===== src/rtl/adder_pkg.sv =====
// Shared types and parameter checks for the multicycle adder.
package adder_pkg;

  typedef enum logic [1:0] {IDLE, RUN, DONE} add_state_t;

  // Legal when 1 <= slice <= width and slice divides width evenly.
  function automatic bit params_ok(int width, int slice);
    if (width < 1) return 1'b0;
    if (slice < 1 || slice > width) return 1'b0;
    return (width % slice) == 0;
  endfunction

endpackage


===== src/rtl/adder_slice.sv =====
// Combinational W-bit ripple-carry adder built from per-bit full adders.
module adder_slice #(
  parameter int W = 8
) (
  input  logic [W-1:0] a,
  input  logic [W-1:0] b,
  input  logic         ci,
  output logic [W-1:0] s,
  output logic         co
);

  logic [W:0] c;

  assign c[0] = ci;

  for (genvar i = 0; i < W; i++) begin : g_bit
    assign s[i]   = a[i] ^ b[i] ^ c[i];
    assign c[i+1] = (a[i] & b[i]) | (b[i] & c[i]) | (c[i] & a[i]);
  end

  assign co = c[W];

endmodule


===== src/rtl/multicycle_adder.sv =====
// WIDTH-bit adder that ripples one SLICE-bit chunk per clock; valid/ready on
// both sides, registered sum/cout/ovf held stable while waiting for the consumer.
module multicycle_adder
  import adder_pkg::*;
#(
  parameter int WIDTH = 32,
  parameter int SLICE = 8
) (
  input  logic             clk,
  input  logic             rst_n,
  input  logic             in_valid,
  output logic             in_ready,
  input  logic [WIDTH-1:0] a,
  input  logic [WIDTH-1:0] b,
  input  logic             cin,
  output logic             out_valid,
  input  logic             out_ready,
  output logic [WIDTH-1:0] sum,
  output logic             cout,
  output logic             ovf
);

  localparam int NSLICE = (SLICE > 0) ? WIDTH / SLICE : 1;
  localparam int IDXW   = (NSLICE > 1) ? $clog2(NSLICE) : 1;

  if (!params_ok(WIDTH, SLICE)) begin : g_bad_params
    $error("multicycle_adder: illegal WIDTH/SLICE combination");
  end

  add_state_t       state, state_nxt;
  logic [IDXW-1:0]  idx;
  logic [WIDTH-1:0] a_q, b_q;
  logic             carry;
  logic [SLICE-1:0] sl_a, sl_b, sl_s;
  logic             sl_co;
  logic             last;

  assign sl_a = a_q[idx*SLICE +: SLICE];
  assign sl_b = b_q[idx*SLICE +: SLICE];
  assign last = (idx == IDXW'(NSLICE - 1));

  adder_slice #(.W(SLICE)) u_slice (
    .a  (sl_a),
    .b  (sl_b),
    .ci (carry),
    .s  (sl_s),
    .co (sl_co)
  );

  always_ff @(posedge clk) begin
    if (!rst_n) state <= IDLE;
    else        state <= state_nxt;
  end

  always_comb begin
    state_nxt = state;
    in_ready  = 1'b0;
    out_valid = 1'b0;
    case (state)
      IDLE: begin
        in_ready = 1'b1;
        if (in_valid) state_nxt = RUN;
      end
      RUN:  if (last) state_nxt = DONE;
      DONE: begin
        out_valid = 1'b1;
        if (out_ready) state_nxt = IDLE;
      end
      default: state_nxt = IDLE;
    endcase
  end

  always_ff @(posedge clk) begin
    if (!rst_n) begin
      idx   <= '0;
      a_q   <= '0;
      b_q   <= '0;
      carry <= 1'b0;
      sum   <= '0;
      cout  <= 1'b0;
      ovf   <= 1'b0;
    end else begin
      case (state)
        IDLE: if (in_valid) begin
          a_q   <= a;
          b_q   <= b;
          carry <= cin;
          idx   <= '0;
        end
        RUN: begin
          sum[idx*SLICE +: SLICE] <= sl_s;
          carry <= sl_co;
          idx   <= idx + 1'b1;
          // Last slice's top bit is the final sum MSB.
          if (last) begin
            cout <= sl_co;
            ovf  <= (a_q[WIDTH-1] == b_q[WIDTH-1]) && (sl_s[SLICE-1] != a_q[WIDTH-1]);
          end
        end
        default: ;
      endcase
    end
  end

endmodule

===== config.mk =====
export PLATFORM = sky130hd
export DESIGN_NAME = multicycle_adder
export DESIGN_NICKNAME = d
export VERILOG_FILES = /design/src/rtl/adder_pkg.sv /design/src/rtl/adder_slice.sv /design/src/rtl/multicycle_adder.sv
export SDC_FILE = /design/constraint.sdc
export NUM_CORES = 1
export LEC_CHECK = 0
export CAP_MARGIN = 0
export CELL_PAD_IN_SITES_DETAIL_PLACEMENT = 1
export CELL_PAD_IN_SITES_GLOBAL_PLACEMENT = 1
export CORE_UTILIZATION = 41
export CTS_CLUSTER_SIZE = 25
export DETAILED_ROUTE_END_ITERATION = 6
export PLACE_DENSITY = 0.86
export SETUP_SLACK_MARGIN = 0.1
export SLEW_MARGIN = 25
export SYNTH_ARGS = -nofsm -noshare
export SYNTH_HDL_FRONTEND = slang
export SYNTH_HIERARCHICAL = 1
export SYNTH_SLANG_ARGS = --single-unit
export TNS_END_PERCENT = 30

===== constraint.sdc =====
create_clock -name clk -period 7.21 [get_ports clk]
set_input_delay 0.721 -clock clk [delete_from_list [all_inputs] [get_ports clk]]
set_output_delay 0.721 -clock clk [all_outputs]
set_load 0.02 [all_outputs]

==> results of run 1 <==
==> how the worst max path moves through the flow <==
stage | end | slack [ns] | cells after the start
floorplan | ovf$_SDFFE_PN0P_ | 2.62 | 16
global placement | ovf$_SDFFE_PN0P_ | 2.14 | 16
detailed placement | ovf$_SDFFE_PN0P_ | 1.94 | 16
CTS | ovf$_SDFFE_PN0P_ | 1.91 | 16
global route | sum[31]$_SDFFE_PN0P_ | 1.67 | 16
finish | sum[31]$_SDFFE_PN0P_ | 1.93 | 16
==> critical path, delay by kind of cell (launching register included) <==
kind / cells / cell delay (ns)
flops: 1 / 0.62
simple gates: 1 / 0.11
compound gates: 1 / 0.18
fa+ha+maj: 8 / 3.01
mux: 1 / 0.54
buf+inv: 5 / 0.78
==> layout by cell type (no fill, tap or decap), types with 2 or more instances in the layout <==
master and n:
nand2_1 155, dfxtp_1 103, clkdlybuf4s50_1 103, a21boi_0 37, a21boi_1 27, o22ai_1 17
mux4_2 16, a22o_1 16, inv_1 15, clkbuf_8 10, fa_1 8, ha_1 5
nor2_1 4, nor2b_1 4, buf_4 4, o21ai_0 3, and3b_1 2, a21boi_2 2
mux2i_1 2, nand2b_1 2, clkbuf_1 2, clkinv_4 2
==> layer usage <==
metal	track usage (%)	vias up	part of all wire [%]
met3	4.540	26	3.8
li1	-	1746	-
met1	27.79	1746	43
met2	40.28	92	50
met4	8.806	0	2.9
met5	0	-	0
==> metrics by stage <==
stage	util, %	instances	total power, µW
6_report	53.49	697	1165
5_1_grt	53.49	697	1215
4_1_cts	53.49	697	1169
3_5_place_dp	51.63	681	807.4
3_3_place_gp	51.63	681	798.3
2_1_floorplan	-	468	730.4
==> power by group <==
group / switching (µW) / internal, µW / leakage, µW / total (µW)
Sequential: 21.4 / 594 / 0.000841 / 616
Combinational: 90.4 / 87.7 / 0.00121 / 178
Clock: 199 / 172 / 0.0000968 / 371
Total: 311 / 854 / 0.00215 / 1160
==> sequential cells by signal, summed over array words and instances, names as in the netlist <==
register	cells
cout	1
ovf	1
a_q	32
b_q	32
sum	32
carry	1
state	2
idx	2
==> cells by family after synthesis <==
group,after synthesis,synth area share [%]
simple gates,177,17.66
fa+ha+maj,13,4.904
buf+inv,50,6.005
flops,103,45.40
compound gates,107,17.66
mux,18,8.375
==> cell type report <==
class / count / area [µm²] / area share (%)
multi-input cells: 315 / 2213 / 38.34
well taps: 140 / 175.2 / 3.034
repair buffers: 108 / 1066 / 18.47
clock inverters: 4 / 55.05 / 0.9536
inverters: 15 / 56.30 / 0.9753
clock buffers: 12 / 145.1 / 2.514
flip-flops and latches: 103 / 2062 / 35.72
==> flow_summary.ini, run 1 <==
[floorplan]
die_h_um = 107.3
start_util_pct = 42.08
ios = 105
row_count = 38
die_area_mm2 = 0.01150
core_mm2 = 0.01079
die_w_um = 107.3

[drt]
vias = 3610
ant_nets = 0
drt_iter0_markers = 137
wire_per_inst_um = 17.73
vias_per_cell = 5.179
first_pass_iters = 4
wirelength_mm = 12.36
drc = 0

[timing]
fmaxAchievable_mhz = 189.3
worst_pin_slew_ns = 0.8484
rsz0062_at_grt = no
clock_skew_ns = 0.01143
setup_viol = 0
min_period_ns = 5.281
relSlewSlack_pct = 43.36
fin_ws_ns = 1.929
min_period_over_period_pct = 73.25
maxSlewViolCount = 0
hold_viol_final = 0
hold_ws_ns = 0.4675
setup_tns_ns = 0

[worst_setup_path]
cp_slowest_cell = dfxtp_1
path_cells = buf_4 -> mux4_2 -> inv_1 -> fa_1 -> inv_1 -> fa_1 -> fa_1 -> fa_1 -> fa_1 -> fa_1 -> fa_1 -> inv_1 -> fa_1 -> inv_1 -> nand2_1 -> o22ai_1
rr_worst_depth = 16
rr_endpoint = sum[31]$_SDFFE_PN0P_
timing.rr.start = idx[0]$_SDFFE_PN0P_
worstSetupEndpointType = flip-flop
critPathKind = reg -> reg
startpoint_type = flip-flop
required_ns = 7.50
crit_path_max_incr_delay_ns = 0.62
path_common_cell = fa_1
timing.critical_path.from = idx[0]$_SDFFE_PN0P_
crit_fanout = 15
rrSetupSlack_ns = 1.93
cp.arrival_ns = 5.57

[clocking]
clock-sinks = 103
clk_latency_ns = 0.37
cts_tree = done
post-cts-setup-buffers = 0
cts_made_buffers = 9
ctsHoldBuffers = 0
cts-resized-gates = 0
cts.path.max_buffers = 2
path_clk_slew_ns = 0.09
cts_root_buf = clkbuf_8
cts-htree-levels = 3

[synthesis]
yosysTopAreaCell = dfxtp_1
yosysMostFrequentCell = nand2_1
synth_area_leaders = dfxtp_1 45%, nand2_1 13%, mux4_2 7.9%
syn_avg_cell_area_um2 = 9.705
synthArstFlopShare_pct = 0
ys_seq_area_share_pct = 45.40
syn-instance-count = 468
netlist_area_mm2 = 0.004542
synth_commonest_cells = 155 x nand2_1, 103 x dfxtp_1, 37 x a21boi_0
ys_seq_elements = 103
ys_warn_count = 6
synth_edf_count = 0
ys.flop_type = dfxtp_1
yosys.area.top_type_share_pct = 45.40
yosys.cell_types.count = 37
postSynthNetCount = 550

[global_routing]
antenna_found_initial = 0
grt_pass1_wl_mm = 20.10
grt.total_usage_pct = 23.01
grt-ovfl-total = 0
grt_max_degree = 99
grt_pass1_vias = 3888

[run_status]
status = finished clean

[power_and_ir_drop]
p_leak_uw = 0.002146
peakVddDrop_mv = 0.1077
power_density_mw_per_mm2 = 201.7

[place]
gp_congestion = 0.8384
numPortBuffers = 104
placed_area_mm2 = 0.005573
preCtsSetupSlack_ns = 1.940
dp_hpwl_mm = 9.254

[layout]
layout-area-overhead-vs-synth_pct = 27.11
fillers = 1243
antenna-diode-count = 0
design_area_mm2 = 0.005773
nNetsFinal = 634
drive_gt1_share_pct = 7.899

[min_path]
hold_depth = 2
hp-class = reg -> reg
min_to = a_q[3]$_SDFFE_PN0P_
min-delay-start = a_q[3]$_SDFFE_PN0P_

[job]
drv_cap = 0
(Power assumes the default switching activity.)
==> inputs of run 2 (changes only) <==
--- a/config.mk
+++ b/config.mk
@@ -8,10 +8,10 @@
 export CAP_MARGIN = 0
 export CELL_PAD_IN_SITES_DETAIL_PLACEMENT = 1
 export CELL_PAD_IN_SITES_GLOBAL_PLACEMENT = 1
-export CORE_UTILIZATION = 41
+export CORE_UTILIZATION = 34
 export CTS_CLUSTER_SIZE = 25
 export DETAILED_ROUTE_END_ITERATION = 6
-export PLACE_DENSITY = 0.86
+export PLACE_DENSITY = 0.76
 export SETUP_SLACK_MARGIN = 0.1
 export SLEW_MARGIN = 25
 export SYNTH_ARGS = -nofsm -noshare
==> constraint.sdc (replaced) <==
create_clock -name clk -period 4.3 [get_ports clk]
set_input_delay 0.43 -clock clk [delete_from_list [all_inputs] [get_ports clk]]
set_output_delay 0.43 -clock clk [all_outputs]
set_load 0.02 [all_outputs]
==> run 2 against run 1 <==
Clock skew is 0.0012 ns lower. Via count grew 0.89%. Critical path depth fell by 1. Highest routed layer unchanged. Cell count grew 5.3%. First-iteration DRC count increased by 12%. Non-clock buffer count up 5. Critical endpoint is now ovf$_SDFFE_PN0P_. Clock power rose by 130%. Largest cell class unchanged. Design area is 3.6% higher. Die area rose by 20%. Maximum frequency grew 25%. Routed wire length grew 1.5%.
==> flow_summary.ini, run 2 (same netlist as run 1, synthesis figures left out) <==
[run_status]
status = finished clean

[power_and_ir_drop]
power.total_uw = 2193
power_density_mw_per_mm2 = 366.5
p_seq_share_pct = 46.9
p_sw_uw = 554.9
pwr-share-comb_pct = 14.0
internal_power_uw = 1638
peakVddDrop_mv = 0.2001
clkPwrFrac_pct = 39.0
p_sw_share_pct = 25.30
p_leak_uw = 0.002215

[drt]
first_pass_iters = 4
vias_per_cell = 4.962
vias = 3642
ant_nets = 0
wire_per_inst_um = 17.10
wirelength_mm = 12.55
drt_iter0_markers = 153
drc = 0

[layout]
drive_gt1_share_pct = 10.85
layout-area-overhead-vs-synth_pct = 31.74
antenna-diode-count = 0
nNetsFinal = 639
reg.largest.list = a_q (32), b_q (32), sum (32)
layout_commonest_cell = nand2_1
final_cell_mix = 155 x nand2_1, 103 x clkdlybuf4s50_1, 102 x dfxtp_1, 37 x a21boi_0, 27 x a21boi_1
utilization_pct = 46.65

[job]
drv_cap = 0

[place]
gp_congestion = 0.7982
dp_hpwl_mm = 9.483
numPortBuffers = 104

[global_routing]
antenna_found_initial = 0
grt.total_usage_pct = 18.43
grt_pass1_vias = 3839
grt-ovfl-total = 0
grt_pass1_wl_mm = 20.13
grt_max_degree = 65

[clocking]
cts_tree = done
cts-htree-levels = 3
path_clk_slew_ns = 0.07
cts_root_buf = clkbuf_16
clock-sinks = 103
clk_latency_ns = 0.34
ctsHoldBuffers = 0
cts.path.max_buffers = 2
cts_made_buffers = 9

[floorplan]
ios = 105
die_h_um = 117.6
die_w_um = 117.6
row_count = 41
core_mm2 = 0.01282
start_util_pct = 35.41
die_area_mm2 = 0.01383

[timing]
fmaxAchievable_mhz = 237.4
rsz0062_at_grt = yes
hold_ws_ns = 0.4513
hold_viol_final = 0
worst_pin_slew_ns = 0.8299
clock_skew_ns = 0.01027
maxSlewViolCount = 0
setup_viol = 0
min_period_over_period_pct = 97.95
min_period_ns = 4.212
relSlewSlack_pct = 44.67

[min_path]
hp-class = reg -> reg

[worst_setup_path]
cp.arrival_ns = 4.41
crit_fanout = 5
worstSetupEndpointType = flip-flop
critPathKind = reg -> reg
startpoint_type = flip-flop
required_ns = 4.49
## run 2: cell types whose count changed in the layout (fill, tap and decap cells not counted)
cell / delta
clkbuf_1: -2
dfxtp_4: +1
inv_6: +2
dfxtp_1: -1
inv_1: -3
clkbuf_8: -8
inv_4: +1
clkbuf_16: +9
inv_2: +3
fa_2: +6
clkinv_4: -2
fa_1: -6
buf_4: +5
## run 2: critical path, cell delays in order (launching register included)
cell and delay [ns]:
dfxtp_4 0.38, mux4_2 0.51, inv_2 0.08, fa_1 0.16, inv_1 0.05, fa_2 0.34, fa_2 0.38, fa_2 0.35
fa_2 0.35, fa_2 0.34, fa_2 0.34, inv_2 0.06, fa_1 0.42, inv_2 0.10, nand3b_1 0.11, a31oi_1 0.08
## run 2: cell type report
type / instances / area [µm²]
fill: 1444 / 6842
multi-input combinational: 315 / 2228
sequential: 103 / 2066
timing repair buffer: 113 / 1104
clock buffer: 11 / 252.7
tap: 172 / 215.2
clock inverter: 5 / 61.31
inverter: 15 / 56.30
## run 2: final timing paths
check                       start                   end  slack (ns)  cells after the start
max           idx[0]$_SDFFE_PN0P_      ovf$_SDFFE_PN0P_        0.09                     15
min reg2reg  a_q[18]$_SDFFE_PN0P_  a_q[18]$_SDFFE_PN0P_        0.45                      2
min          a_q[18]$_SDFFE_PN0P_  a_q[18]$_SDFFE_PN0P_        0.45                      2
max reg2reg   idx[0]$_SDFFE_PN0P_      ovf$_SDFFE_PN0P_        0.09                     15
## run 2: metal layers
metal  wire (µm)  GRT usage [%]  part of all wire, %
met1        5741          23.88                   46
met2        6036          32.03                   48
met3         597          2.713                  4.8
met4         175          4.728                  1.4
met5           0              0                    0
## run 2: repair_timing
action | 4_1_cts | 5_1_grt
resized for setup | 2 | 0
setup buffers | 2 | 0
pin swaps | 4 | 4
setup endpoints to repair | 3 | 5
## run 2: per-stage QoR
stage	setup slack [ns]	cells	setup TNS [ns]	area, µm²
after CTS	0.03841	734	0	5983
after global placement	0.1202	716	0	5652
after floorplan	0.08771	468	0	4582
after detailed placement	0.03937	716	0	5652
final	0.08817	734	0	5983
after global routing	-0.07738	734	-0.1156	5983
## run 2: power by group through the flow
| stage | clock [µW] | combinational (µW) | sequential, µW |
|---|---|---|---|
| finish | 856 | 308 | 1030 |
| floorplan | 0 | 191 | 1040 |
| global placement | 0 | 296 | 1050 |
| global route | 899 | 337 | 1030 |
| detailed placement | 0 | 305 | 1050 |
| CTS | 858 | 311 | 1030 |
==> patch, RTL diff (config.mk and constraints of run 1) <==
Make the reset (`rst_n`) asynchronous in 2 clocked blocks.
--- a/src/rtl/multicycle_adder.sv
+++ b/src/rtl/multicycle_adder.sv
@@ -49,3 +49,3 @@
 
-  always_ff @(posedge clk) begin
+  always_ff @(posedge clk or negedge rst_n) begin
     if (!rst_n) state <= IDLE;
@@ -72,3 +72,3 @@
 
-  always_ff @(posedge clk) begin
+  always_ff @(posedge clk or negedge rst_n) begin
     if (!rst_n) begin
Behaviour: differs if rst_n is asserted again (counterexample within 4 cycles, from zero or initial values and one cycle with rst_n low); with rst_n held inactive, the same outputs for 10 cycles.
==> patch against run 1 <==
Worst hold slack got worse by 0.16 ns; area after synthesis rose by 1.3%; cell count fell by 23%; worst setup slack got worse by 0.066 ns; routed wire length fell by 12%; design area rose by 3.0%; first-iteration DRC count fell by 33%; critical path depth fell by 2; sequential cell count did not move; largest cell class is now flip-flops and latches.
Power is not compared: it rests on default switching activity, and its combinational part moved more than twofold at a synthesized area within 25%.
==> patch: results (changes against run 1) <==
Synth Area in Compound Gates -> 0.0720 (-0.105)
Diodes inserted -> 0 (unchanged)
Worst path slowest cell -> sky130_fd_sc_hd__dfrtp_1
placer's final routability congestion estimate -> 0.743 (-11%)
commonest register cell after synthesis -> sky130_fd_sc_hd__dfrtp_1
wire length of the first global-routing pass -> 17.8 mm (-12%)
clock tree skew after final layout -> 0.0131 ns (+0.00162 ns)
pin count of the biggest net entering global routing -> 65 (-34%)
worst hold path type -> primary input to async pin
sequential element share of the synthesized area -> 0.560 (+0.106)
area share of fa/ha/maj cells after synthesis -> 0.0484 (-0.000653)
synthesized netlist net count -> 371 (-33%)
mux share of post-synthesis cell area -> 0.239 (+0.156)
total length of routed met3 wires -> 354 um (-25%)
Sw Ratio -> 0.411
cell types occupying the most area after synthesis -> sky130_fd_sc_hd__dfrtp_1 (56%), sky130_fd_sc_hd__mux2_1 (16%), sky130_fd_sc_hd__mux4_2 (7.8%)
share of cells above drive strength 1 -> 0.115 (+0.0360)
Post-Place Setup Slack -> 1.89 ns (-0.0534 ns)
routed vias -> 2896 (-20%)
Total GRT Usage -> 0.207 (-0.0229)
registers with the highest flip-flop counts -> a_q x32, b_q x32, sum x32
clock transition at the registers of the reported paths -> 0.10 ns
routed length per placed instance -> 20.1 um (+13%)
worst flop-to-flop path endpoint -> ovf
detailed-route wire length on metal 1 -> 4.61 mm (-14%)
number of CTS-inserted buffers -> 9 (unchanged)
layout filler cell count -> 1062 (-15%)
global-route met3 utilization -> 0.0319 (-0.0135)
ranking of synthesized cells by instance count -> sky130_fd_sc_hd__dfrtp_1 (103), sky130_fd_sc_hd__mux2_1 (64), sky130_fd_sc_hd__a22o_1 (33)
run status -> finished, final reports clean
GRT met1 Usage -> 0.264 (-0.0136)
headroom to the max-slew limit -> 0.448 (+0.0143)
Cell variety after synth -> 30 (-19%)
met2 Track Usage GR -> 0.359 (-0.0438)
Crit path arrival time -> 5.59 ns (+0.02 ns)
Final Net Count -> 477 (-25%)
largest incremental delay on the critical path -> 0.87 ns (+0.25 ns)
met2 routed wirelength -> 5.72 mm (-7.1%)
Register-to-Register Path Depth -> 14 (-2)
yosys synthesis warning count -> 6 (unchanged)
number of hold buffers added after cts -> 0 (unchanged)
number of global-route vias before repair -> 3248 (-16%)
beginning of the worst register-to-register path -> idx[0]
Post-synth ARST share -> 1.00 (+1.00)
area share of xor/xnor cells in the synthesized design -> 0 (unchanged)
number of DRC markers in iteration 0 -> 92 (-33%)
clock tree root buffer cell -> sky130_fd_sc_hd__clkbuf_8
Detailed Place HPWL -> 8.14 mm (-12%)
## patch: changes by cell type in the layout (fill, tap and decap cells not counted), moves of 17 or more
cell,before,now
sky130_fd_sc_hd__a21boi_0,37,0
sky130_fd_sc_hd__a21boi_1,27,0
sky130_fd_sc_hd__a22o_1,16,33
sky130_fd_sc_hd__dfrtp_1,0,103
sky130_fd_sc_hd__dfxtp_1,103,0
sky130_fd_sc_hd__mux2_1,0,64
sky130_fd_sc_hd__nand2_1,155,6
sky130_fd_sc_hd__o22ai_1,17,0
## patch: worst max path at each step
stage	endpoint	slack, ns	depth (start not counted)
4_1_cts	ovf	1.85	14
5_1_grt	ovf	1.63	14
6_report	ovf	1.86	14
3_3_place_gp	ovf	1.99	14
3_5_place_dp	ovf	1.89	14
2_1_floorplan	ovf	2.35	17
## patch: cell families after synthesis
kind of cell	count (synthesis)
AOI/OAI and AO/OA	40
muxes	82
DFF	103
buffers and inverters	27
and+or+nand+nor	24
adders and majority gates	13
## patch: per-stage QoR
step / std cells / cell area [sq um] / total power, uW / utilization / hold slack (ns)
floorplan: 289 / 4600 / 1980 / - / 0.425
global placement: 524 / 5740 / 2440 / 0.527 / 0.462
detailed placement: 524 / 5740 / 2540 / 0.527 / 0.473
CTS: 540 / 5940 / 2930 / 0.546 / 0.328
global route: 540 / 5940 / 3090 / 0.546 / 0.338
finish: 540 / 5940 / 2910 / 0.546 / 0.307
## patch: worst register-to-register path: stages (launching register included)
cell and delay, ns:
sky130_fd_sc_hd__dfrtp_1 0.87, sky130_fd_sc_hd__buf_4 0.36, sky130_fd_sc_hd__mux4_2 0.55, sky130_fd_sc_hd__fa_1 0.41, sky130_fd_sc_hd__fa_1 0.39, sky130_fd_sc_hd__fa_1 0.39
sky130_fd_sc_hd__fa_1 0.39, sky130_fd_sc_hd__fa_1 0.41, sky130_fd_sc_hd__fa_1 0.39, sky130_fd_sc_hd__inv_1 0.09, sky130_fd_sc_hd__fa_1 0.42, sky130_fd_sc_hd__inv_1 0.17
sky130_fd_sc_hd__and3b_1 0.20, sky130_fd_sc_hd__a21oi_1 0.13, sky130_fd_sc_hd__o21ai_1 0.07
## patch: cell type report
class / instances / area, sq um / area share
Multi-Input combinational cell: 159 / 1870 / 0.314
Sequential cell: 103 / 2580 / 0.434
Clock buffer: 10 / 138 / 0.0232
Clock inverter: 6 / 67.6 / 0.0114
Timing Repair Buffer: 108 / 1070 / 0.180
Inverter: 14 / 52.6 / 0.00884
Tap cell: 140 / 175 / 0.0295
## patch: power by group through the flow
stage	clock network [uW]	registers [uW]	logic (uW)
2_1_floorplan	0	1010	969
3_5_place_dp	0	1030	1510
5_1_grt	410	1060	1630
3_3_place_gp	0	1020	1420
6_report	376	1020	1510
4_1_cts	383	1030	1520
